$ cat src/rtl/tetris_pkg.sv
// Shared Tetris definitions: scheduler state encoding, level-to-gravity period table
// and the frame rate of the tick generator.
package tetris_pkg;

  typedef enum logic [1:0] {
    IDLE    = 2'd0,
    COUNT   = 2'd1,
    PENDING = 2'd2
  } state_t;

  localparam int FRAMES_PER_SEC = 60;

  // Frames per row drop, indexed by level 0..15
  localparam logic [7:0] LEVEL_PERIOD [16] = '{
    8'd48, 8'd43, 8'd38, 8'd33, 8'd28, 8'd23, 8'd18, 8'd13,
    8'd8,  8'd6,  8'd5,  8'd5,  8'd5,  8'd4,  8'd4,  8'd4
  };

endpackage

$ cat src/rtl/gravity_period_lut.sv
// Combinational frames-per-row selection: the soft-drop period overrides the level table.
module gravity_period_lut #(
  parameter int CNT_W       = 6,
  parameter int SOFT_PERIOD = 2
) (
  input  logic [3:0]       level,
  input  logic             soft_drop,
  output logic [CNT_W-1:0] period
);
  import tetris_pkg::*;

  always_comb begin
    period = CNT_W'(LEVEL_PERIOD[level]);
    if (soft_drop) period = CNT_W'(SOFT_PERIOD);
  end

endmodule

$ cat src/rtl/gravity_scheduler.sv
// Turns 60 Hz frame ticks into req/ack row-drop requests for the falling piece.
// Define GRAVITY_LOCK_DELAY_EN to build the lock-delay timer that drives lock_req.
module gravity_scheduler #(
  parameter int CNT_W       = 6,
  parameter int SOFT_PERIOD = 2,
  parameter int LOCK_FRAMES = 30
) (
  input  logic       clk,
  input  logic       resetn,
  input  logic       enable,
  input  logic       frame_tick,
  input  logic       restart,
  input  logic [3:0] level,
  input  logic       soft_drop,
  input  logic       landed,
  input  logic       drop_ack,
  output logic       drop_req,
  output logic       lock_req
);
  import tetris_pkg::*;

  state_t           state, state_n;
  logic [CNT_W-1:0] cnt, cnt_n;
  logic [CNT_W-1:0] period;
  logic             frozen;

  gravity_period_lut #(
    .CNT_W      (CNT_W),
    .SOFT_PERIOD(SOFT_PERIOD)
  ) u_period_lut (
    .level    (level),
    .soft_drop(soft_drop),
    .period   (period)
  );

  always_ff @(posedge clk) begin
    if (!resetn) begin
      state <= IDLE;
      cnt   <= '0;
    end else begin
      state <= state_n;
      cnt   <= cnt_n;
    end
  end

  // Compare with >= so a period shortened mid-count fires on the very next tick
  always_comb begin
    state_n = state;
    cnt_n   = cnt;
    if (!enable) begin
      state_n = IDLE;
      cnt_n   = '0;
    end else if (restart) begin
      state_n = COUNT;
      cnt_n   = '0;
    end else begin
      case (state)
        IDLE: begin
          state_n = COUNT;
          cnt_n   = '0;
        end
        COUNT: begin
          if (frame_tick && !frozen) begin
            if (({1'b0, cnt} + 1'b1) >= {1'b0, period}) begin
              state_n = PENDING;
              cnt_n   = '0;
            end else begin
              cnt_n = cnt + 1'b1;
            end
          end
        end
        PENDING: begin
          cnt_n = '0;
          if (drop_ack) state_n = COUNT;
        end
        default: begin
          state_n = IDLE;
          cnt_n   = '0;
        end
      endcase
    end
  end

  always_comb begin
    drop_req = (state == PENDING);
  end

`ifdef GRAVITY_LOCK_DELAY_EN
  localparam int LOCK_W = $clog2(LOCK_FRAMES + 1);

  logic [LOCK_W-1:0] lock_cnt, lock_cnt_n;
  logic              lock_req_q, lock_req_n;

  assign frozen = landed;

  always_ff @(posedge clk) begin
    if (!resetn || !enable) begin
      lock_cnt   <= '0;
      lock_req_q <= 1'b0;
    end else begin
      lock_cnt   <= lock_cnt_n;
      lock_req_q <= lock_req_n;
    end
  end

  // Lock time only accrues while resting in COUNT; lifting off the stack forfeits it
  always_comb begin
    lock_cnt_n = lock_cnt;
    lock_req_n = 1'b0;
    if (restart || !landed) begin
      lock_cnt_n = '0;
    end else if (state == COUNT && frame_tick) begin
      if (int'(lock_cnt) + 1 >= LOCK_FRAMES) begin
        lock_cnt_n = '0;
        lock_req_n = 1'b1;
      end else begin
        lock_cnt_n = lock_cnt + 1'b1;
      end
    end
  end

  assign lock_req = lock_req_q;
`else
  localparam int unused_lock_frames = LOCK_FRAMES;
  logic unused_landed;

  assign unused_landed = landed;
  assign frozen        = 1'b0;
  assign lock_req      = 1'b0;
`endif

endmodule

$ cat config.mk
export PLATFORM = sky130hd
export DESIGN_NAME = gravity_scheduler
export DESIGN_NICKNAME = d
export VERILOG_FILES = /design/src/rtl/tetris_pkg.sv /design/src/rtl/gravity_period_lut.sv /design/src/rtl/gravity_scheduler.sv
export SDC_FILE = /design/constraint.sdc
export NUM_CORES = 1
export LEC_CHECK = 0
export ABC_AREA = 1
export BUFFER_PORTS_ARGS = -buffer_cell sky130_fd_sc_hd__buf_4
export CAP_MARGIN = 20
export CORE_MARGIN = 2
export CORE_UTILIZATION = 50
export CTS_BUF_LIST = sky130_fd_sc_hd__clkbuf_4 sky130_fd_sc_hd__clkbuf_8
export CTS_CLUSTER_DIAMETER = 40
export DETAILED_ROUTE_END_ITERATION = 7
export GPL_ROUTABILITY_DRIVEN = 1
export GPL_TIMING_DRIVEN = 0
export PLACE_DENSITY = 0.72
export SYNTH_ARGS = -nofsm -noshare
export SYNTH_HDL_FRONTEND = slang
export SYNTH_SLANG_ARGS = --single-unit
$ cat constraint.sdc
create_clock -name clk -period 5 [get_ports clk]
set_clock_uncertainty 0.05 [all_clocks]
set_input_delay 0.25 -clock clk [delete_from_list [all_inputs] [get_ports clk]]
set_output_delay 0.25 -clock clk [all_outputs]
set_load 0.05 [all_outputs]
==> results.yml <==
run_status:
  outcome: "finished, final reports clean"
layout:
  utilization_pct: 64.3
  multiInputGateArea_um2: 515
  layout_common_cells: "nand2_1 (21), inv_1 (17), a21oi_1 (13)"
  synthToLayoutAreaGrowth_pct: 15.5
  mostFrequentLayoutCell: "nand2_1"
  diodes: 0
  fin_nets: 146
  final_cells: 135
  n_fill_cell: 135
  final_layout_size_suffix_gt1_share_pct: 18.3
  seq_area_um2: 160
setup_path:
  reg2reg_slack_ns: 2.81
  r2r_start: "cnt[0]$_SDFFE_PP0P_"
  startpoint_type: "register"
  rr_endpoint: "cnt[0]$_SDFFE_PP0P_"
  arrival_ns: 2.32
  required_ns: 5.13
  crit_end: "cnt[0]$_SDFFE_PP0P_"
  ff2ff_path_depth: 10
  worstSetupPathType: "register to register"
  startpoint: "cnt[0]$_SDFFE_PP0P_"
  worst_setup_path_end_kind: "register"
  crit_fanout: 4
floorplan:
  row_count: 13
  fp.dieW_um: 42.8
  core-area_mm2: 0.00135
  start_util_pct: 55.7
  fp.dieH_um: 42.8
  fp.dieArea_mm2: 0.00183
  boundaryPins: 14
sta:
  hold_violations: 0
  max_freq_mhz: 457
  finalWorstSetupSlack_ns: 2.81
  rsz0062_at_grt: "no"
  tns_ns: 0
  setup_viol: 0
  period_minus_slack_ns: 2.19
  maxSlewViolCount: 0
  period_share_pct: 43.8
route:
  drt_iter0_drc: 17
  drtPass1Iterations: 4
  wl_per_cell_um: 11.5
  vias: 716
  routed_wl_um: 1560
  postRouteAntennaNets: 0
  drc: 0
  routed_via_density: 5.30
power:
  p_leak_uw: 0.000431
  ir_drop_v: 0.000147
  finalPower_uw: 147
  power_per_cell_area_mw_per_mm2: 169
synthesis:
  ys_seq_elements: 8
  yosysTopAreaCellShare_pct: 21.3
  avgSynthCellArea_um2: 7.03
  synth_cell_types: 24
  synthTopCellsByArea: "dfxtp_1 (21%), ha_1 (20%), nand2_1 (10%)"
  syn_inst: 107
  yosysSeqAreaShare_pct: 21.3
  yosys_warnings: 0
  yosys.area.top_type: "dfxtp_1"
  synth_fp_nets: 131
  synth_area_um2: 752
clocking:
  worstSkewPairLatency_ns: 0.25
  postCtsHoldBufs: 0
  cts_made_buffers: 3
  clockBufferDepth: 2
  postCtsSetupBuffers: 0
  clk_pin_slew_ns: 0.06
  clock-sinks: 8
  cts_resized: 0
  cts_tree: "yes"
  root_buffer: "clkbuf_4"
  cts_max_level: 1
global_route:
  grt_overflow_total: 0
  grt_max_degree: 9
  antenna_found_initial: 0
  grt_pass1_vias: 697
  grt_usage_pct: 20.1
  grt_pass1_wl_um: 2880
placed_design:
  place_inst: 132
  io_buffers: 10
  hpwlAfterDp_um: 1270
  gp_congestion: 0.829
  place_ws_ns: 2.83
run:
  max-cap-violations: 0
min_path:
  hp-class: "primary input to register"
[cell families after synthesis]
kind of cell    synth area share [%]
fa+ha+maj                       20.0
flops                           21.3
xor+xnor                        5.82
buf+inv                         10.1
other cells                    0.499
compound gates                  16.8
simple gates                    25.5
[power breakdown]
| part | internal (µW) | switching (µW) | total, µW |
|---|---|---|---|
| registers | 64.5 | 0.508 | 65.0 |
| logic | 13.5 | 19.5 | 33.1 |
| clock network | 27.4 | 21.2 | 48.6 |
| total | 105 | 41.3 | 147 |
[per-stage QoR]
stage          hold slack [ns]  area, µm²
2_1_floorplan            0.340        752
3_3_place_gp             0.437        846
3_5_place_dp             0.446        846
4_1_cts                  0.194        868
5_1_grt                  0.228        868
6_report                 0.199        868
[worst min path at each step]
stage / slack [ns] / cells past startpoint / endpoint / startpoint
global placement: 0.44 / 2 / cnt[1]$_SDFFE_PP0P_ / cnt[1]$_SDFFE_PP0P_
finish: 0.20 / 3 / state[0]$_SDFFE_PN0P_ / enable
floorplan: 0.34 / 2 / state[0]$_SDFFE_PN0P_ / enable
detailed placement: 0.45 / 2 / cnt[1]$_SDFFE_PP0P_ / cnt[1]$_SDFFE_PP0P_
global route: 0.23 / 3 / state[0]$_SDFFE_PN0P_ / enable
CTS: 0.19 / 3 / state[0]$_SDFFE_PN0P_ / enable
[synthesized netlist by cell type]
cell / number
nand2_1: 21
inv_1: 17
a21oi_1: 13
ha_1: 12
dfxtp_1: 8
nor2_1: 6
o21ai_0: 5
xor2_1: 4
nand2_2: 2
nand3_1: 2
nand4_1: 2
nor3_2: 2
o211ai_1: 2
a221oi_1: 1
and3_1: 1
buf_2: 1
buf_4: 1
conb_1: 1
nand3_2: 1
nor2_2: 1
nor3b_2: 1
o21ai_1: 1
o21bai_1: 1
xnor2_1: 1
[final cells by class]
type	instances	share of cell area, %
Multi-Input combinational cell	80	59.4
Sequential cell	8	18.4
Timing Repair Buffer	10	8.65
Inverter	17	7.35
Clock buffer	3	2.59
Tap cell	15	2.16
Buffer	2	1.44
[flip-flops by register name (all words and copies together) (netlist names)]
register / flops
state: 2
cnt: 6
[worst max-delay path, cell delays in order (launching register included)]
cell and delay [ns]:
dfxtp_1 0.41, ha_1 0.22, nand3_1 0.15, xor2_1 0.27, ha_1 0.30, a21oi_1 0.13, o21bai_1 0.08, nor2_2 0.16
nand2_2 0.10, nand2_2 0.09, nor3b_2 0.16
[per-layer routing]
layer | up-vias | wire, µm | track usage (%)
met2 | 22 | 738 | 33.0
met1 | 315 | 740 | 25.1
met4 | 0 | 14 | 6.25
met3 | 2 | 63 | 5.53
met5 | - | 0 | 0
li1 | 377 | - | -
(Power assumes the default switching activity.)
